--- src/rtl/proc_pkg.sv ---
// proc_pkg: instruction field positions, opcode constants and out_ctrl bit
// indices shared by the decoder and the decode stage.
package proc_pkg;
   localparam int OPC_HI = 31, OPC_LO = 27;
   localparam int RD_HI  = 26, RD_LO  = 22;
   localparam int RS_HI  = 21, RS_LO  = 17;
   localparam int RT_HI  = 16, RT_LO  = 12;
   localparam int SH_HI  = 11, SH_LO  = 7;
   localparam int ALU_HI = 6,  ALU_LO = 2;
   localparam int IMM_HI = 16, TGT_HI = 26;
   localparam logic [4:0] OP_ALU  = 5'b00000, OP_J    = 5'b00001, OP_BNE = 5'b00010,
                          OP_JAL  = 5'b00011, OP_JR   = 5'b00100, OP_ADDI = 5'b00101,
                          OP_BLT  = 5'b00110, OP_SW   = 5'b00111, OP_LW  = 5'b01000,
                          OP_SETX = 5'b10101, OP_BEX  = 5'b10110;
   localparam logic [4:0] ALUOP_MAX = 5'b00111;
   localparam int C_ALU_R = 0, C_ADDI = 1, C_SW = 2, C_LW = 3, C_J = 4, C_BNE = 5,
                  C_JAL = 6, C_JR = 7, C_BLT = 8, C_BEX = 9, C_SETX = 10, C_ILLEGAL = 11;
   localparam int CTRL_W = 12;
   typedef struct packed {
      logic [4:0]        opcode, rd, rs, rt, shamt, aluop;
      logic [26:0]       target;
      logic [CTRL_W-1:0] ctrl;
   } dec_t;
endpackage

--- src/rtl/insn_field_decode.sv ---
// insn_field_decode: purely combinational split of a raw instruction into
// its fields, sign-extended immediate, jump target and one-hot class.
module insn_field_decode
   import proc_pkg::*;
#(
   parameter int INSN_W = 32,
   parameter int DATA_W = 32
) (
   input  logic [INSN_W-1:0] insn_i,
   output dec_t              dec_o,
   output logic [DATA_W-1:0] imm_o
);
   logic [CTRL_W-1:0] ctrl;

   always_comb begin
      ctrl = '0;
      case (insn_i[OPC_HI:OPC_LO])
         OP_ALU:  ctrl[insn_i[ALU_HI:ALU_LO] > ALUOP_MAX ? C_ILLEGAL : C_ALU_R] = 1'b1;
         OP_J:    ctrl[C_J]    = 1'b1;
         OP_BNE:  ctrl[C_BNE]  = 1'b1;
         OP_JAL:  ctrl[C_JAL]  = 1'b1;
         OP_JR:   ctrl[C_JR]   = 1'b1;
         OP_ADDI: ctrl[C_ADDI] = 1'b1;
         OP_BLT:  ctrl[C_BLT]  = 1'b1;
         OP_SW:   ctrl[C_SW]   = 1'b1;
         OP_LW:   ctrl[C_LW]   = 1'b1;
         OP_SETX: ctrl[C_SETX] = 1'b1;
         OP_BEX:  ctrl[C_BEX]  = 1'b1;
         default: ctrl[C_ILLEGAL] = 1'b1;
      endcase
   end

   assign dec_o = '{opcode: insn_i[OPC_HI:OPC_LO], rd: insn_i[RD_HI:RD_LO],
                    rs: insn_i[RS_HI:RS_LO], rt: insn_i[RT_HI:RT_LO],
                    shamt: insn_i[SH_HI:SH_LO], aluop: insn_i[ALU_HI:ALU_LO],
                    target: insn_i[TGT_HI:0], ctrl: ctrl};
   assign imm_o = {{(DATA_W-IMM_HI-1){insn_i[IMM_HI]}}, insn_i[IMM_HI:0]};
endmodule

--- src/rtl/decode_stage.sv ---
// decode_stage: decodes instructions on accept and buffers the decoded
// entries in a small circular FIFO with a registered in_ready.
module decode_stage
   import proc_pkg::*;
#(
   parameter int INSN_W = 32,
   parameter int DATA_W = 32,
   parameter int PC_W   = 12,
   parameter int DEPTH  = 2
) (
   input  logic              clk,
   input  logic              rst_n,
   input  logic              flush_i,
   input  logic              in_valid_i,
   output logic              in_ready_o,
   input  logic [INSN_W-1:0] in_insn_i,
   input  logic [PC_W-1:0]   in_pc_i,
   output logic              out_valid_o,
   input  logic              out_ready_i,
   output logic [PC_W-1:0]   out_pc_o,
   output logic [4:0]        out_opcode_o,
   output logic [4:0]        out_rd_o,
   output logic [4:0]        out_rs_o,
   output logic [4:0]        out_rt_o,
   output logic [4:0]        out_shamt_o,
   output logic [4:0]        out_aluop_o,
   output logic [DATA_W-1:0] out_imm_o,
   output logic [26:0]       out_target_o,
   output logic [11:0]       out_ctrl_o,
   output logic              illegal_seen_o
);
   localparam int PTR_W = $clog2(DEPTH);
   localparam int CNT_W = $clog2(DEPTH + 1);

   dec_t              dec, head;
   logic [DATA_W-1:0] dec_imm;
   dec_t              dec_mem [DEPTH];
   logic [DATA_W-1:0] imm_mem [DEPTH];
   logic [PC_W-1:0]   pc_mem  [DEPTH];
   logic [PTR_W-1:0]  wr_q, wr_d, rd_q, rd_d;
   logic [CNT_W-1:0]  cnt_q, cnt_d;
   logic              rdy_q, ill_q, acc, pop;

   function automatic logic [PTR_W-1:0] nxt(input logic [PTR_W-1:0] p);
      return p == PTR_W'(DEPTH - 1) ? '0 : p + 1'b1;
   endfunction

   insn_field_decode #(.INSN_W(INSN_W), .DATA_W(DATA_W)) u_dec (
      .insn_i(in_insn_i),
      .dec_o (dec),
      .imm_o (dec_imm)
   );

   // flush cancels any same-cycle accept or pop
   assign acc   = in_valid_i & rdy_q & ~flush_i;
   assign pop   = out_valid_o & out_ready_i & ~flush_i;
   assign wr_d  = flush_i ? '0 : acc ? nxt(wr_q) : wr_q;
   assign rd_d  = flush_i ? '0 : pop ? nxt(rd_q) : rd_q;
   assign cnt_d = flush_i ? '0 : cnt_q + CNT_W'(acc) - CNT_W'(pop);

   always_ff @(posedge clk or negedge rst_n) begin
      if (!rst_n) begin
         wr_q  <= '0;
         rd_q  <= '0;
         cnt_q <= '0;
         rdy_q <= 1'b0;
         ill_q <= 1'b0;
      end else begin
         wr_q  <= wr_d;
         rd_q  <= rd_d;
         cnt_q <= cnt_d;
         rdy_q <= cnt_d < CNT_W'(DEPTH);
         ill_q <= ill_q | (acc & dec.ctrl[C_ILLEGAL]);
      end
   end

   always_ff @(posedge clk) begin
      if (acc) begin
         dec_mem[wr_q] <= dec;
         imm_mem[wr_q] <= dec_imm;
         pc_mem[wr_q]  <= in_pc_i;
      end
   end

   assign out_valid_o    = cnt_q != '0;
   assign in_ready_o     = rdy_q;
   assign illegal_seen_o = ill_q;
   assign head           = out_valid_o ? dec_mem[rd_q] : '0;
   assign out_imm_o      = out_valid_o ? imm_mem[rd_q] : '0;
   assign out_pc_o       = out_valid_o ? pc_mem[rd_q] : '0;
   assign out_opcode_o   = head.opcode;
   assign out_rd_o       = head.rd;
   assign out_rs_o       = head.rs;
   assign out_rt_o       = head.rt;
   assign out_shamt_o    = head.shamt;
   assign out_aluop_o    = head.aluop;
   assign out_target_o   = head.target;
   assign out_ctrl_o     = head.ctrl;
endmodule

--- config.mk ---
export PLATFORM = sky130hd
export DESIGN_NAME = decode_stage
export DESIGN_NICKNAME = d
export VERILOG_FILES = /design/src/rtl/proc_pkg.sv /design/src/rtl/insn_field_decode.sv /design/src/rtl/decode_stage.sv
export SDC_FILE = /design/constraint.sdc
export NUM_CORES = 1
export LEC_CHECK = 0
export CORE_UTILIZATION = 50
export CTS_BUF_LIST = sky130_fd_sc_hd__clkbuf_8
export CTS_CLUSTER_DIAMETER = 50
export DETAILED_ROUTE_END_ITERATION = 6
export DONT_BUFFER_PORTS = 1
export HOLD_SLACK_MARGIN = 0.08
export PLACE_DENSITY = 0.65
export SYNTH_ARGS = -nofsm -noshare
export SYNTH_HDL_FRONTEND = slang
export SYNTH_SLANG_ARGS = --single-unit
--- constraint.sdc ---
create_clock -name clk -period 11.3 [get_ports clk]
set_clock_uncertainty 0.1 [all_clocks]
set_input_delay 2.26 -clock clk [delete_from_list [all_inputs] [get_ports clk]]
set_output_delay 2.26 -clock clk [all_outputs]
set_load 0.01 [all_outputs]
==> impl_metrics.py, run 1 <==
metrics = {
    "logic_synthesis": {
        "syn_inst": 352,
        "synth_area_leaders": "edfxtp_1, mux2i_1, buf_4",
        "netlist.top_cell.by_area": "edfxtp_1",
        "syn_avg_cell_area_um2": 14.5,
        "netlist_area_mm2": 0.00509,
        "yosysWarnings": 0,
        "ys_types": 29,
        "synth_seq_cells": 118,
        "yosysSeqAreaShare": 0.690,
        "synth_top_area_share": 0.660,
        "syn-num-nets": 403,
    },
    "global_routing": {
        "grt_pass1_wl_mm": 11.0,
        "grt_pass1_vias": 2282,
        "grt_antenna_before_repair": 0,
        "grt_overflow_total": 0,
        "grt_usage": 0.148,
        "grt_max_degree": 58,
    },
    "setup_path": {
        "start_kind": "flop",
        "critPathKind": "reg2out",
        "worst_ep_arrival_time_ns": 2.63,
        "reg2reg_from": "in_ready_o",
        "rr_worst_depth": 4,
        "end_kind": "output port",
        "startpoint": "rd_q",
        "critPathRequiredTime_ns": 8.94,
        "crit_fanout": 57,
    },
    "timing": {
        "setup_ws_ns": 6.31,
        "slew_violations": 0,
        "finalHoldViolCount": 0,
        "finalSetupViolations": 0,
        "rsz0062_at_grt": "no",
        "worst_slew_pin_slew_ns": 1.09,
        "fin_crit_ns": 4.99,
        "period_share": 0.442,
        "whs_ns": 0.478,
        "max_slew_margin": 0.273,
        "final.setup.tns_ns": 0,
        "max_freq_mhz": 200,
    },
    "floorplanning": {
        "ios": 165,
        "core_mm2": 0.00982,
        "dieArea_mm2": 0.0106,
        "row_count": 36,
        "die-width_um": 103,
        "die_y_um": 103,
        "initial_core_util": 0.519,
    },
    "drt": {
        "wl_per_cell_um": 17.1,
        "dr.pass1.iters": 3,
        "drc_errors": 0,
        "vias_per_cell": 5.19,
        "drtIter0Drc": 84,
        "ant_nets": 0,
        "wl_mm": 7.64,
        "dr_total_vias": 2319,
    },
    "clock_tree": {
        "cts.reportedPaths.clkPinSlew_ns": 0.06,
        "cts_root_buffer": "clkbuf_8",
        "clockBufferDepth": 2,
        "clock_sinks": 118,
        "cts_setup_buffers": 0,
        "ctsHtreeMaxLevel": 4,
        "cts_inserted_buffers": 17,
        "cts_resized": 0,
        "cts_tree": "done",
        "clock_latency_ns": 0.41,
        "postCtsHoldBufs": 0,
    },
    "layout": {
        "drive_gt1_frac": 0.124,
        "regArea_mm2": 0.00352,
        "fill_cells": 837,
        "nets": 354,
        "diodes": 0,
        "area_delta_synth_final_pct": 1.23,
        "stdcell_area_mm2": 0.00516,
        "utilization": 0.525,
        "multi_input_area_mm2": 0.00108,
    },
    "min_path": {
        "hold_class": "reg2reg",
        "hold_depth": 2,
        "min_from": "wr_q",
    },
    "job": {
        "cap_viol_max_count": 0,
    },
    "placement": {
        "hpwlAfterDp_mm": 4.70,
        "numPortBuffers": 0,
        "place_ws_ns": 6.69,
        "gp_congestion": 0.729,
        "post_dp_cell_area_mm2": 0.00480,
    },
    "pwr": {
        "ir_drop_mv": 0.101,
        "static-leakage-power_uw": 0.00168,
        "p_per_area_mw_per_mm2": 208,
    },
    "run_status": {
        "status": "completed",
    },
}
stage by stage:
stage                     cells  total power (uW)
after floorplan             352               776
after global placement      417               745
after detailed placement    417               748
after CTS                   447              1090
after global routing        447              1130
final                       447              1070
registers in the layout, indices dropped and copies added (netlist names):
name	flops
cnt_q	2
dec_mem	54
illegal_seen_o	1
imm_mem	34
in_ready_o	1
pc_mem	24
rd_q	1
wr_q	1
critical path: stages (launching register included):
cell,delay [ns]
dfrtp_4,1.08
mux2i_1,0.25
nor2_4,0.88
synth_stat cells:
master,count
ha_1,2
and2_1,2
nor4_1,2
buf_4,61
edfxtp_1,112
a31oi_1,1
or3_1,1
buf_2,4
xor2_1,3
dfrtp_1,6
or4_4,1
or2_1,1
nor3_1,2
nand3_1,1
nand2_1,3
o21ai_0,1
xnor2_1,1
nor2_1,73
inv_1,3
buf_6,1
nor4bb_1,2
nand3b_1,1
clkbuf_1,6
mux2i_1,56
nor2b_1,1
or3b_1,1
nand2b_1,2
or2_2,1
a2bb2oi_2,1
cell usage in the layout, fill, tap and decap left out, types with 2 or more instances in the layout:
| cell type | synthesis | routed |
|---|---|---|
| clkinv_2 | 0 | 5 |
| nand2b_1 | 2 | 2 |
| clkbuf_8 | 0 | 17 |
| inv_1 | 3 | 5 |
| clkinvlp_4 | 0 | 3 |
| bufinv_16 | 0 | 2 |
| xor2_1 | 3 | 3 |
| nor4bb_1 | 2 | 2 |
| mux2i_1 | 56 | 56 |
| dfrtp_1 | 6 | 5 |
| buf_4 | 61 | 4 |
| nand2_1 | 3 | 3 |
| nor2_4 | 0 | 2 |
| nor2_1 | 73 | 71 |
| ha_1 | 2 | 2 |
| edfxtp_1 | 112 | 112 |
| nor4_1 | 2 | 2 |
logic make-up after synthesis:
logic type | Yosys count | synth area share
multiplexers | 56 | 0.110
AO/OA/AOI/OAI | 3 | 0.00516
flip-flops | 118 | 0.690
adder cells (fa/ha/maj) | 2 | 0.00491
XOR/XNOR | 4 | 0.00688
buffers and inverters | 75 | 0.103
AND/OR/NAND/NOR | 94 | 0.0806
routing by layer:
layer | track usage | up-vias | wire length [um]
met3 | 0.0746 | 8 | 660
met4 | 0.0628 | 0 | 82
met2 | 0.247 | 102 | 3860
li1 | - | 1092 | -
met5 | 0 | - | 0
met1 | 0.160 | 1117 | 3030
worst paths after layout:
| kind | end | slack, ns |
|---|---|---|
| max | out_imm_o[18] | 6.31 |
| min | wr_q | 0.48 |
| min in group asynchronous | cnt_q[1] | 1.44 |
| min reg2reg | wr_q | 0.48 |
| max reg2reg | dec_mem[1][3] | 9.07 |
| max in group asynchronous | rd_q | 9.59 |
final cells by class:
type | count | share of cell area
clock buffers | 17 | 0.0454
clock inverters | 13 | 0.0231
inverters | 3 | 0.00218
multi-input cells | 159 | 0.209
flip-flops and latches | 118 | 0.682
well taps | 133 | 0.0323
repair buffers | 4 | 0.00582
where the power goes:
part	leakage, uW	switching (uW)	internal, uW	total, uW
combinational	0.000391	134	53.1	187
sequential	0.00111	32.2	513	545
clock	0.000183	152	188	340
total	0.00168	318	754	1070
Note: power is estimated with default switching activity, not from simulation.
==> run 2, diff against run 1 <==
Clock period 11.3 ns to 4.6 ns, I/O delays scaled along.
==> impl_metrics.py, run 2 (synthesis gave the netlist of run 1 again) <==
metrics = {
    "run_status": {
        "status": "completed",
    },
    "timing": {
        "finalHoldViolCount": 0,
        "slew_violations": 0,
        "period_share": 0.724,
        "max_freq_mhz": 300,
        "fin_crit_ns": 3.33,
        "final.setup.tns_ns": 0,
        "finalSetupViolations": 0,
        "rsz0062_at_grt": "no",
        "worst_slew_pin_slew_ns": 0.852,
        "max_slew_margin": 0.432,
    },
    "drt": {
        "wl_mm": 7.72,
        "drtIter0Drc": 115,
        "drc_errors": 0,
        "vias_per_cell": 5.16,
        "dr.pass1.iters": 4,
        "wl_per_cell_um": 17.1,
        "ant_nets": 0,
        "dr_total_vias": 2324,
    },
    "setup_path": {
        "critPathRequiredTime_ns": 3.58,
        "crit_path_cell_trace": "buf_4 -> mux2i_1 -> nor2_1",
        "cpMaxStageDelayCell": "dfrtp_4",
        "critPathKind": "reg2out",
        "end_kind": "output port",
        "max_stage_delay_ns": 0.74,
        "crit_fanout": 31,
        "worst_ep_arrival_time_ns": 2.31,
        "start_kind": "flop",
    },
    "clock_tree": {
        "cts_inserted_buffers": 17,
        "clock_latency_ns": 0.40,
        "cts.reportedPaths.clkPinSlew_ns": 0.07,
        "postCtsHoldBufs": 1,
        "clockBufferDepth": 2,
        "cts_resized": 0,
        "cts_tree": "done",
        "ctsHtreeMaxLevel": 4,
        "cts_root_buffer": "clkbuf_8",
        "clock_sinks": 118,
        "cts_setup_buffers": 0,
    },
    "placement": {
        "numPortBuffers": 0,
        "hpwlAfterDp_mm": 4.78,
        "gp_congestion": 0.671,
    },
    "layout": {
        "fill_cells": 870,
        "mostFrequentLayoutCells": "edfxtp_1, nor2_1, mux2i_1, clkbuf_8",
        "largest_reg_flops": 54,
        "mostFrequentLayoutCell": "edfxtp_1",
        "top_regs": "dec_mem x54, imm_mem x34, pc_mem x24",
        "utilization": 0.532,
        "diodes": 0,
        "top_register": "dec_mem",
        "drive_gt1_frac": 0.132,
        "nets": 356,
        "area_delta_synth_final_pct": 2.55,
    },
    "floorplanning": {
        "die-width_um": 103,
        "ios": 165,
        "initial_core_util": 0.519,
        "dieArea_mm2": 0.0106,
        "die_y_um": 103,
        "row_count": 36,
        "core_mm2": 0.00982,
    },
    "pwr": {
        "comb_power_share": 0.180,
        "ir_drop_mv": 0.218,
        "p_per_area_mw_per_mm2": 522,
        "power_frac_seq": 0.482,
        "pwr-share-clk": 0.339,
        "internal_power_uw": 1920,
        "p_sw_uw": 807,
        "static-leakage-power_uw": 0.00170,
        "power.share.switching": 0.296,
    },
    "global_routing": {
        "grt_pass1_vias": 2325,
        "grt_pass1_wl_mm": 11.1,
        "grt_overflow_total": 0,
        "grt_usage": 0.148,
        "grt_max_degree": 57,
        "grt_antenna_before_repair": 0,
    },
    "job": {
        "cap_viol_max_count": 0,
    },
    "min_path": {
        "hold_class": "in2reg",
    },
}
## run 2: worst max-delay path, delay by kind of cell, from the launching register on
family	cells	cell delay (ns)
flip-flops	1	0.74
buffers and inverters	1	0.55
AND/OR/NAND/NOR	1	0.45
multiplexers	1	0.14
## run 2: power by group through the flow
stage | sequential, uW | clock, uW | combinational, uW
6_report | 1310 | 923 | 490
5_1_grt | 1320 | 991 | 553
4_1_cts | 1320 | 951 | 505
3_5_place_dp | 1340 | 0 | 503
3_3_place_gp | 1340 | 0 | 498
2_1_floorplan | 1310 | 0 | 598
## run 2: worst paths after layout
path | end | cells after the start | slack (ns) | from
min in group asynchronous | cnt_q[1] | 1 | 0.72 | rst_n
hold / removal | rd_q | 1 | 0.47 | flush_i
setup reg to reg | dec_mem[1][57] | 4 | 2.23 | in_ready_o
setup / recovery | out_shamt_o[4] | 3 | 1.27 | rd_q
max in group asynchronous | rd_q | 1 | 3.42 | rst_n
hold reg to reg | wr_q | 2 | 0.53 | wr_q
## run 2: final cells by class
type | instances | area [um^2] | share of cell area
flip-flops and latches | 118 | 3520 | 0.673
repair buffers | 6 | 47.5 | 0.00910
multi-input cells | 159 | 1080 | 0.208
clock inverters | 14 | 163 | 0.0311
clock buffers | 17 | 234 | 0.0448
well taps | 133 | 166 | 0.0319
inverters | 3 | 11.3 | 0.00216
## run 2: routing by layer
metal  GRT usage  wire [um]  part of all wire  vias to the layer above
met5           0          0                 0                        -
met2       0.240       3840              0.50                       88
met4      0.0693         67            0.0087                        0
li1            -          -                 -                     1095
met3      0.0753        655             0.085                        8
met1       0.161       3150              0.41                     1133
## run 2: through the flow
step / total power [uW] / setup WS, ns / hold slack [ns] / std cells / area (um^2)
floorplan: 1900 / 0.857 / 0.437 / 352 / 5100
global placement: 1830 / 1.68 / 0.507 / 418 / 4820
detailed placement: 1840 / 1.65 / 0.520 / 418 / 4820
CTS: 2770 / 1.20 / 0.434 / 450 / 5220
global route: 2870 / 1.03 / 0.437 / 450 / 5220
finish: 2730 / 1.27 / 0.467 / 450 / 5220
==> run 3, diff against run 2 <==
Clock period 4.6 ns to 3.5 ns, I/O delays scaled along.
==> impl_metrics.py, run 3 (synthesis gave the netlist of run 1 again) <==
metrics = {
    "run_status": {
        "status": "completed",
    },
    "setup_path": {
        "crit_fanout": 36,
        "critPathKind": "reg2out",
        "r2r-end": "dec_mem[1][11]",
        "crit_path_cell_trace": "buf_4 -> mux2i_1 -> nor2_1",
        "path_delay_family": "flip-flops",
        "end_kind": "output port",
        "start_kind": "flop",
        "cpMaxStageDelayCell": "dfrtp_4",
        "max_stage_delay_ns": 0.85,
        "path_buf_inv": 1,
        "worst_ep_arrival_time_ns": 2.13,
        "reg2reg_from": "in_ready_o",
        "rrSetupSlack_ns": 1.31,
        "critPathRequiredTime_ns": 2.70,
        "rr_worst_depth": 4,
    },
    "min_path": {
        "min_from": "flush_i",
        "hold_class": "in2reg",
        "hold_depth": 1,
        "holdPathEnd": "wr_q",
    },
    "floorplanning": {
        "dieArea_mm2": 0.0106,
        "die_y_um": 103,
        "ios": 165,
        "row_count": 36,
        "initial_core_util": 0.519,
        "core_mm2": 0.00982,
        "die-width_um": 103,
    },
    "clock_tree": {
        "cts_root_buffer": "clkbuf_8",
        "cts_tree": "done",
        "cts.reportedPaths.clkPinSlew_ns": 0.07,
        "clock_sinks": 118,
        "ctsHtreeMaxLevel": 4,
        "clockBufferDepth": 2,
        "cts_inserted_buffers": 17,
        "clock_latency_ns": 0.40,
    },
    "timing": {
        "finalSetupViolations": 0,
        "finalHoldViolCount": 0,
        "max_freq_mhz": 342,
        "max_slew_margin": 0.502,
        "period_share": 0.836,
        "worst_slew_pin_slew_ns": 0.747,
        "whs_ns": 0.250,
        "slew_violations": 0,
        "fin_crit_ns": 2.93,
        "final.setup.tns_ns": 0,
        "rsz0062_at_grt": "no",
    },
    "layout": {
        "largest_reg_flops": 54,
        "mostFrequentLayoutCells": "edfxtp_1, nor2_1, mux2i_1, clkbuf_8",
        "diodes": 0,
        "area_delta_synth_final_pct": 2.28,
        "top_register": "dec_mem",
        "top_regs": "dec_mem x54, imm_mem x34, pc_mem x24",
        "drive_gt1_frac": 0.138,
        "nets": 357,
        "mostFrequentLayoutCell": "edfxtp_1",
    },
    "global_routing": {
        "grt_overflow_total": 0,
        "grt_usage": 0.152,
        "grt_antenna_before_repair": 0,
        "grt_pass1_vias": 2291,
        "grt_max_degree": 57,
        "grt_pass1_wl_mm": 11.3,
    },
    "drt": {
        "drtIter0Drc": 94,
        "wl_per_cell_um": 17.0,
        "vias_per_cell": 5.12,
        "dr_total_vias": 2314,
        "ant_nets": 0,
        "dr.pass1.iters": 4,
        "drc_errors": 0,
        "wl_mm": 7.70,
    },
    "placement": {
        "hpwlAfterDp_mm": 4.90,
        "numPortBuffers": 0,
        "gp_congestion": 0.702,
    },
    "pwr": {
        "static-leakage-power_uw": 0.00170,
        "power.total_uw": 3470,
        "p_per_area_mw_per_mm2": 667,
        "ir_drop_mv": 0.330,
    },
    "job": {
        "cap_viol_max_count": 0,
    },
}
==> run 3: cell types whose count changed in the layout (fill, tap and decap cells not counted), sizes merged <==
cell	change
clkinvlp	-3
buf	+1
inv	+1
clkinv	+5
bufinv	-2
==> run 3: cell type report <==
type | count | area [um^2]
Fill cell | 827 | 4610
Multi-Input combinational cell | 159 | 1080
Inverter | 3 | 11.3
Clock inverter | 15 | 129
Sequential cell | 118 | 3520
Timing Repair Buffer | 7 | 67.6
Tap cell | 133 | 166
Clock buffer | 17 | 234
==> run 3: worst max path at each step <==
stage                     startpoint            end  slack [ns]  cells after the start
final                           rd_q    out_rt_o[2]        0.57                      3
after CTS                       rd_q    out_rt_o[2]        0.53                      3
after detailed placement        rd_q    out_rt_o[2]        0.98                      3
after global routing            rd_q  out_imm_o[14]        0.39                      3
after global placement          rd_q  out_imm_o[14]        1.01                      3
after floorplan           in_valid_i  dec_mem[1][0]        0.62                      3
==> run 3: repair_timing <==
item,in CTS,in global routing
endpoints found under the hold margin,6,0
setup endpoints to repair,0,0
buffers inserted,0,0
hold buffers,1,0
gates resized for setup,0,0
==> run 3: metal layers <==
| metal | GRT usage | wire (um) |
|---|---|---|
| met1 | 0.165 | 3150 |
| met2 | 0.249 | 3900 |
| met3 | 0.0820 | 625 |
| met4 | 0.0596 | 31 |
| met5 | 0 | 0 |
==> run 3: power breakdown <==
part	switching [uW]	total, uW	internal, uW
clock	537	1100	563
combinational	459	636	177
sequential	82.6	1740	1660
==> run 3: through the flow <==
| stage | instance area (um^2) | worst slack (ns) | instances | utilization |
|---|---|---|---|---|
| finish | 5210 | 0.572 | 452 | 0.531 |
| global route | 5210 | 0.387 | 452 | 0.531 |
| CTS | 5210 | 0.531 | 452 | 0.531 |
| detailed placement | 4840 | 0.981 | 419 | 0.493 |
| global placement | 4840 | 1.01 | 419 | 0.493 |
| floorplan | 5100 | 0.619 | 352 | - |
